### src/rtl/normalize_shifter_pipe.sv
// Two-stage post-add normaliser: stage 1 captures the beat with its leading-zero count,
// stage 2 applies the shift and exponent adjust. Define NORM_STICKY_EN to keep a sticky LSB on right shifts.
module normalize_shifter_pipe #(
  parameter int MANT_W = 27,
  parameter int EXP_W  = 8
) (
  input  logic                         clk,
  input  logic                         rst_n,
  input  logic                         in_valid,
  output logic                         in_ready,
  input  logic [MANT_W-1:0]            in_mant,
  input  logic                         in_ovf,
  input  logic [EXP_W-1:0]             in_exp,
  output logic                         out_valid,
  input  logic                         out_ready,
  output logic [MANT_W-1:0]            out_mant,
  output logic [EXP_W-1:0]             out_exp,
  output logic [1:0]                   out_shift_dir,
  output logic [$clog2(MANT_W):0]      out_shift_amt,
  output logic                         out_zero,
  output logic                         out_underflow,
  output logic                         out_overflow
);

  localparam int AMT_W = $clog2(MANT_W) + 1;
  localparam int CMP_W = (EXP_W > AMT_W) ? EXP_W : AMT_W;
  localparam logic [1:0] DIR_LEFT  = 2'b00;
  localparam logic [1:0] DIR_RIGHT = 2'b01;
  localparam logic [1:0] DIR_NONE  = 2'b10;
  localparam logic [EXP_W-1:0] SAT_THR = {{(EXP_W-1){1'b1}}, 1'b0};

  function automatic logic [AMT_W-1:0] count_lz(input logic [MANT_W-1:0] m);
    logic [AMT_W-1:0] n;
    logic             found;
    n     = '0;
    found = 1'b0;
    for (int i = MANT_W - 1; i >= 0; i--) begin
      if (!found) begin
        if (m[i]) found = 1'b1;
        else      n = n + AMT_W'(1);
      end
    end
    return n;
  endfunction

  logic              s1_valid;
  logic [MANT_W-1:0] s1_mant;
  logic              s1_ovf;
  logic              s1_sat;
  logic [EXP_W-1:0]  s1_exp;
  logic [AMT_W-1:0]  s1_lz;
  logic              s2_adv;

  assign s2_adv   = !out_valid || out_ready;
  assign in_ready = !s1_valid || s2_adv;

  always_ff @(posedge clk or negedge rst_n) begin
    if (!rst_n) begin
      s1_valid <= 1'b0;
      s1_mant  <= '0;
      s1_ovf   <= 1'b0;
      s1_sat   <= 1'b0;
      s1_exp   <= '0;
      s1_lz    <= '0;
    end else if (in_ready) begin
      s1_valid <= in_valid;
      if (in_valid) begin
        s1_mant <= in_mant;
        s1_ovf  <= in_ovf;
        s1_sat  <= in_ovf && (in_exp >= SAT_THR);
        s1_exp  <= in_exp;
        s1_lz   <= count_lz(in_mant);
      end
    end
  end

  logic [CMP_W-1:0]  lz_c, exp_c, shl;
  logic [MANT_W-1:0] nxt_mant;
  logic [EXP_W-1:0]  nxt_exp;
  logic [1:0]        nxt_dir;
  logic [AMT_W-1:0]  nxt_amt;
  logic              nxt_zero, nxt_unf, nxt_ovf;

  always_comb begin
    lz_c     = CMP_W'(s1_lz);
    exp_c    = CMP_W'(s1_exp);
    shl      = (lz_c < exp_c) ? lz_c : exp_c;
    nxt_mant = s1_mant;
    nxt_exp  = s1_exp;
    nxt_dir  = DIR_NONE;
    nxt_amt  = '0;
    nxt_zero = 1'b0;
    nxt_unf  = 1'b0;
    nxt_ovf  = 1'b0;
    if (s1_ovf) begin
      nxt_mant = s1_mant >> 1;
`ifdef NORM_STICKY_EN
      nxt_mant[0] = s1_mant[1] | s1_mant[0];
`endif
      nxt_dir = DIR_RIGHT;
      nxt_amt = AMT_W'(1);
      if (s1_sat) begin
        nxt_exp = '1;
        nxt_ovf = 1'b1;
      end else begin
        nxt_exp = s1_exp + EXP_W'(1);
      end
    end else if (s1_mant[MANT_W-1]) begin
      nxt_mant = s1_mant;
    end else if (s1_mant == '0) begin
      nxt_mant = '0;
      nxt_exp  = '0;
      nxt_zero = 1'b1;
    end else begin
      // Shift is capped by the exponent so it bottoms out at zero instead of wrapping.
      nxt_mant = s1_mant << shl;
      nxt_exp  = s1_exp - EXP_W'(shl);
      nxt_dir  = DIR_LEFT;
      nxt_amt  = AMT_W'(shl);
      nxt_unf  = lz_c > exp_c;
    end
  end

  always_ff @(posedge clk or negedge rst_n) begin
    if (!rst_n) begin
      out_valid     <= 1'b0;
      out_mant      <= '0;
      out_exp       <= '0;
      out_shift_dir <= DIR_NONE;
      out_shift_amt <= '0;
      out_zero      <= 1'b0;
      out_underflow <= 1'b0;
      out_overflow  <= 1'b0;
    end else if (s2_adv) begin
      out_valid <= s1_valid;
      if (s1_valid) begin
        out_mant      <= nxt_mant;
        out_exp       <= nxt_exp;
        out_shift_dir <= nxt_dir;
        out_shift_amt <= nxt_amt;
        out_zero      <= nxt_zero;
        out_underflow <= nxt_unf;
        out_overflow  <= nxt_ovf;
      end
    end
  end

endmodule

### config.mk
export PLATFORM = sky130hd
export DESIGN_NAME = normalize_shifter_pipe
export DESIGN_NICKNAME = d
export VERILOG_FILES = /design/src/rtl/normalize_shifter_pipe.sv
export SDC_FILE = /design/constraint.sdc
export NUM_CORES = 1
export LEC_CHECK = 0
export ABC_AREA = 1
export CORE_MARGIN = 8
export CORE_UTILIZATION = 50
export CTS_CLUSTER_SIZE = 25
export DETAILED_ROUTE_END_ITERATION = 7
export GPL_TIMING_DRIVEN = 0
export PLACE_DENSITY_LB_ADDON = 0.3
export SYNTH_ARGS = -nofsm -noshare
export SYNTH_HDL_FRONTEND = slang
export SYNTH_SLANG_ARGS = --single-unit
### constraint.sdc
create_clock -name clk -period 3.88 [get_ports clk]
set_input_delay 0.582 -clock clk [delete_from_list [all_inputs] [get_ports clk]]
set_output_delay 0.582 -clock clk [all_outputs]
set_load 0.005 [all_outputs]
==> results.txt, run 1 <==
----------------------------------------------------
[Power]
  Standby leakage power ... 0.005805 uW
  Worst voltage drop across the vdd grid ... 0.0002472 V
  P per Cell Area ... 397.9 mW/mm^2

[Routing]
  Total detailed-routing wirelength ... 28690 um
  Vias ... 9938
  DRT iter0 DRCs ... 870
  Length of the first detailed-routing pass in iterations ... 5
  Count of antenna-violating nets left after detailed routing ... 0
  Detail-routed net length per standard cell ... 15.99 um
  Post-route DRC ... 0
  Detailed-route vias per instance ... 5.540

[Critical path]
  Worst path max stage delay ... 290 ps
  Crit-path max FO ... 3
  Required time worst endpoint ... 4160 ps
  Cell occurring most often along the worst timing path ... nand2_1
  Critical path class ... in2reg
  Data arrival time of the critical path ... 9610 ps
  Type of element capturing the critical path ... flip-flop
  Element type at the critical path start ... input pin
  Slowest CP cell ... ha_4

[Synth]
  Share of the synthesized area in compound gates (AO/OA/AOI/OAI) ... 19.76%
  Combinational family with the most area after synthesis ... simple AND/OR/NAND/NOR gates
  Proportion of synthesized chip area in sequential cells ... 26.16%
  Combined area of all synthesized cells ... 0.008711 mm^2
  Synth Area in Adders ... 5.401%
  Count of flip-flops with a built-in enable after synthesis ... 0
  Fraction of synthesized cell area in xor and xnor cells ... 1.408%
  Number of library cell types mapped by synthesis ... 52
  #FFs+latches synth ... 91
  Dominant register cell in the synthesized netlist ... dfrtp_1
  Per-instance average area after synthesis ... 6.396 um^2
  Number of synthesis warnings ... 0
  Share of flip-flops with an asynchronous set or reset after synthesis ... 100.0%
  Synthesized netlist net count ... 1439
  Fraction of the mapped netlist area in simple logic gates ... 35.72%
  Multiplexer share of the synthesized area ... 0.4596%
  Syn Inst Count ... 1362

[Clock tree]
  H-tree levels ... 3
  Number of buffers between clock root and the deepest sink ... 2
  Clock buffer count from CTS ... 9
  Clock tree sinks ... 91
  Later-pin clock latency in the skew report ... 350 ps
  Clock-pin slew on the worst setup and hold paths ... 70 ps
  Clock tree from TritonCTS ... built
  CTS Root Cell ... clkbuf_16

[Floorplan]
  Std cell rows ... 48
  Ports placed on the boundary ... 88
  Starting density of the core ... 50.71%
  Die outline height ... 148.0 um
  Core outline area ... 0.01718 mm^2
  Die Width ... 148.0 um
  DIE AREA ... 0.02190 mm^2

[Timing]
  Number of failing setup endpoints in the final timing report ... 6
  Final period utilization ... 240.5%
  Slew @ Worst Pin ... 808.9 ps
  Final min period ... 9332 ps
  Setup repair after global routing missed its margin ... true
  Count of pins over their slew limit ... 0
  Highest attainable clock frequency ... 107.2 MHz
  Final Hold Viols ... 0
  Skew final ... 10.76 ps
  Worst Slack Setup Final ... -5452 ps
  Normalized max-slew margin ... 45.51%
  Final hold slack ... 179.8 ps

[GRT]
  Maximum number of pins on one net before global-route repair ... 57
  Global-route wire length before repair ... 45950 um
  Initial antenna violation count ... 1
  Congestion Overflow GR ... 0
  Vias in the first global route ... 9228
  GRT Overall Usage ... 25.54%

[Final layout]
  Area grow syn2layout ... 33.40%
  Layout cells sized above 1 ... 19.44%
  Antenna cell count ... 0
  Most common library cell in the layout ignoring fill and taps ... nand2_1
  Final core area utilization ... 67.65%
  Commonest cells after routing, fill and taps aside ... 386 x nand2_1, 171 x inv_1, 136 x o21ai_0, 90 x buf_4, 89 x dfrtp_1
  Final net count ... 1642

[Placement]
  RD Place Congestion ... 0.9602
  Pre-CTS WS ... -6472 ps
  Post-DP HPWL ... 21290 um
  Number of port buffers ... 87

[Status]
  Failing checks ... setup timing
  Run status ... complete, but fails checks

[Job]
  Max-capacitance violation count ... 0

[Min path]
  Class of the most critical hold timing path ... in2async

----------------------------------------------------
-- layer usage --
layer	part of all wire, %	GRT usage [%]	up-vias
li1	-	-	4878
met1	43	33.20	4660
met2	48	42.83	343
met3	6.2	2.568	55
met4	2.4	9.842	2
met5	0.052	0	-
-- registers in the layout, indices dropped and copies added, names as in the netlist --
| signal | cells |
|---|---|
| s1_ovf | 1 |
| out_mant | 27 |
| exp_c | 8 |
| s1_sat | 1 |
| out_shift_amt | 6 |
| out_zero | 1 |
| out_valid | 1 |
| out_underflow | 1 |
| out_overflow | 1 |
| out_shift_dir | 2 |
| s1_valid | 1 |
| out_exp | 8 |
| s1_mant | 27 |
| s1_lz | 6 |
-- cells in the mapped netlist, types with 7 or more instances --
cell type	number	area [um^2]
nand3_1	88	440.4
nand4_1	18	112.6
o221ai_1	7	61.31
nand2_2	14	87.58
ha_1	36	450.4
nand3_2	13	130.1
inv_1	183	686.9
nand2_1	401	1505
xor2_1	8	70.07
nor2_4	9	101.4
nor2_8	10	200.2
dfrtp_1	90	2252
nor2_1	75	281.5
o21ai_0	166	830.8
clkbuf_1	41	153.9
o211ai_1	28	210.2
inv_2	13	48.80
a21oi_1	66	330.3
-- power by group --
part	leakage [uW]	switching, uW	internal [uW]
Sequential	0.00114	204	1180
Clock	0.000152	370	531
Combinational	0.00451	1330	1000
-- area by class of cell --
cell class              count  area, um^2
plain buffers              48       242.7
clock buffers              11       252.7
clock inverters             4       48.80
fillers                  1523        5557
inverters                 205       797.0
multi-input cells        1018        5943
flip-flops and latches     91        2280
well taps                 225       281.5
repair buffers            192        1774
-- stage by stage --
step                std cells  power (uW)  TNS, ps  cell area [um^2]
finish                   1794        4624   -27230             11620
global route             1794        4937   -30440             11620
CTS                      1771        4499   -26120             11220
detailed placement       1675        3459   -44430             10010
global placement         1674        3416  -130490              9983
floorplan                1362        2540   -23370              8831
-- path summary, 6_finish.rpt --
check	start	end	slack (ps)	cells past startpoint
max in group asynchronous	rst_n	out_shift_dir[1]	3020	2
min in group clk	out_exp[1]	out_exp[1]	480	2
min	rst_n	out_mant[18]	180	1
min reg2reg	out_exp[1]	out_exp[1]	480	2
max	in_mant[24]	s1_lz[4]	-5450	74
max reg2reg	exp_c[3]	out_exp[7]	230	21
-- worst max-delay path, delay by kind of cell --
family,cells,cell delay (ps)
AND/OR/NAND/NOR,32,2720
buffers and inverters,11,790
adder cells (fa/ha/maj),13,2940
multiplexers,2,320
AO/OA/AOI/OAI,14,1940
XOR/XNOR,2,330
-- timing repair --
item / 4_1_cts / 5_1_grt
pin swaps: 66 / 68
setup endpoints to repair: 40 / 35
gates cloned: 0 / 0
resized for setup: 98 / 83
setup buffers: 81 / 24
hold buffers: 0 / 0
-- cells by family after synthesis --
| kind of cell | Yosys count |
|---|---|
| AND/OR/NAND/NOR | 657 |
| adder cells (fa/ha/maj) | 37 |
| buffers and inverters | 253 |
| multiplexers | 4 |
| AO/OA/AOI/OAI | 306 |
| flip-flops | 91 |
| XOR/XNOR | 14 |
Power figures use the tool's default switching activity.
==> run 2: changes to the inputs <==
--- a/config.mk
+++ b/config.mk
@@ -6,8 +6,11 @@
 export NUM_CORES = 1
 export LEC_CHECK = 0
 export ABC_AREA = 1
+export ABC_CLOCK_PERIOD_IN_PS = 3880
+export CELL_PAD_IN_SITES_DETAIL_PLACEMENT = 0
+export CELL_PAD_IN_SITES_GLOBAL_PLACEMENT = 1
 export CORE_MARGIN = 8
-export CORE_UTILIZATION = 50
+export CORE_UTILIZATION = 37
 export CTS_CLUSTER_SIZE = 25
 export DETAILED_ROUTE_END_ITERATION = 7
 export GPL_TIMING_DRIVEN = 0
==> results.txt, run 2 (synthesis results as in run 1) <==
----------------------------------------------------
[Floorplan]
  Ports placed on the boundary ... 88
  Starting density of the core ... 37.45%
  DIE AREA ... 0.02871 mm^2
  Std cell rows ... 56
  Die outline height ... 169.4 um
  Core outline area ... 0.02326 mm^2
  Die Width ... 169.4 um

[GRT]
  Congestion Overflow GR ... 0
  Vias in the first global route ... 9061
  Maximum number of pins on one net before global-route repair ... 63
  GRT Overall Usage ... 19.96%
  Initial antenna violation count ... 0
  Global-route wire length before repair ... 46350 um

[Power]
  Final Total Pwr ... 4735 uW
  P per Cell Area ... 405.1 mW/mm^2
  Worst voltage drop across the vdd grid ... 0.0002456 V
  Standby leakage power ... 0.005780 uW

[Job]
  Max-capacitance violation count ... 0

[Final layout]
  Number of filler cells placed in the layout ... 2434
  Most common library cell in the layout ignoring fill and taps ... nand2_1
  Antenna cell count ... 0
  Layout cells sized above 1 ... 19.73%
  Area grow syn2layout ... 34.17%
  Commonest cells after routing, fill and taps aside ... 384 x nand2_1, 171 x inv_1, 113 x o21ai_0, 90 x buf_4, 88 x dfrtp_1
  Biggest registers after layout ... out_mant (27), s1_mant (27)
  Final net count ... 1638

[Placement]
  Post-DP HPWL ... 22350 um
  Pre-CTS WS ... -6497 ps
  RD Place Congestion ... 0.9481
  Number of port buffers ... 87

[Min path]
  Class of the most critical hold timing path ... in2async

[Timing]
  Worst Slack Setup Final ... -5362 ps
  Number of failing setup endpoints in the final timing report ... 6
  Setup repair after global routing missed its margin ... true
  Slew @ Worst Pin ... 731.0 ps
  Count of pins over their slew limit ... 0
  Final Hold Viols ... 0
  Skew final ... 14.28 ps
  Final min period ... 9242 ps
  Final period utilization ... 238.2%
  Summed negative setup slack over all endpoints ... -26350 ps
  Normalized max-slew margin ... 50.82%
  Highest attainable clock frequency ... 108.2 MHz

[Critical path]
  Crit-path max FO ... 3
  Element type at the critical path start ... input pin
  Setup slack on the worst flop-to-flop path ... 90 ps
  Critical path class ... in2reg
  Data arrival time of the critical path ... 9530 ps
  Worst path max stage delay ... 330 ps
  Required time worst endpoint ... 4170 ps
  Slowest CP cell ... ha_1
  Type of element capturing the critical path ... flip-flop
  Cell occurring most often along the worst timing path ... nand2_1
  Logic depth of the worst register-to-register path ... 22

[Routing]
  Post-route DRC ... 0
  Total detailed-routing wirelength ... 28890 um
  Length of the first detailed-routing pass in iterations ... 6
  Count of antenna-violating nets left after detailed routing ... 0
  Detailed-route vias per instance ... 5.060
  Detail-routed net length per standard cell ... 15.33 um
  DRT iter0 DRCs ... 619
  Vias ... 9538

[Clock tree]
  CTS Root Cell ... clkbuf_16
  Later-pin clock latency in the skew report ... 360 ps
  H-tree levels ... 3
  Number of buffers between clock root and the deepest sink ... 2
  Clock buffer count from CTS ... 9
  Clock tree sinks ... 91
  Clock-pin slew on the worst setup and hold paths ... 70 ps
  Clock tree from TritonCTS ... built

[Status]
  Run status ... complete, but fails checks
  Failing checks ... setup timing

----------------------------------------------------
==> run 2: changes by cell type in the layout (fill, tap and decap cells not counted), sizes merged <==
cell and change:
dlygate4sd2 +1, clkdlybuf4s15 +1, inv -2, buf -2, clkdlybuf4s50 -1, clkbuf -3, clkinv +3
==> run 2: final cells by class <==
type	instances	area, um^2	share of cell area [%]
well taps	319	399.1	3.415
flip-flops and latches	91	2281	19.52
plain buffers	48	279.0	2.387
multi-input cells	1018	5926	50.70
clock buffers	12	246.5	2.109
repair inverters	1	3.754	0.03212
repair buffers	187	1717	14.69
inverters	205	787.0	6.734
clock inverters	4	48.80	0.4175
==> run 2: worst paths after layout <==
kind / from / end
hold reg to reg: out_shift_dir[0] / out_shift_dir[0]
max in group asynchronous: rst_n / s1_lz[1]
min in group clk: out_shift_dir[0] / out_shift_dir[0]
hold / removal: rst_n / out_mant[16]
setup reg to reg: exp_c[1] / out_exp[7]
setup / recovery: in_mant[25] / s1_lz[4]
==> run 2: routing by layer <==
| metal | wire [um] | global-route usage (%) |
|---|---|---|
| met5 | 0 | 0 |
| met4 | 719 | 6.772 |
| met3 | 1244 | 1.954 |
| met2 | 13400 | 33.23 |
| met1 | 13530 | 26.68 |
==> run 2: metrics by stage <==
step	std cells	util (%)	instance area, um^2	hold slack (ps)
final	1885	50.24	11690	159.3
after global routing	1885	50.24	11690	182.1
after CTS	1867	48.66	11320	167.2
after detailed placement	1769	43.53	10130	466.4
after global placement	1768	43.42	10100	462.7
after floorplan	1362	-	8831	286.4
==> run 2: power by group <==
| group | switching [uW] | internal (uW) | total (uW) |
|---|---|---|---|
| Combinational | 1390 | 1070 | 2460 |
| Sequential | 199 | 1180 | 1380 |
| Clock | 377 | 518 | 895 |
| Total | 1970 | 2770 | 4730 |
==> run 2: critical path: cells and delay by family <==
kind | cells | cell delay (ps)
buffers and inverters | 23 | 2200
AOI/OAI and AO/OA | 13 | 1340
adders and majority gates | 11 | 2960
and+or+nand+nor | 30 | 2400
==> run 2: what timing repair did <==
item,CTS,global route
gates cloned,1,0
gates resized for setup,109,117
endpoints found under the setup margin,40,37
pin swaps,61,60
setup buffers,81,20
hold buffers,0,0
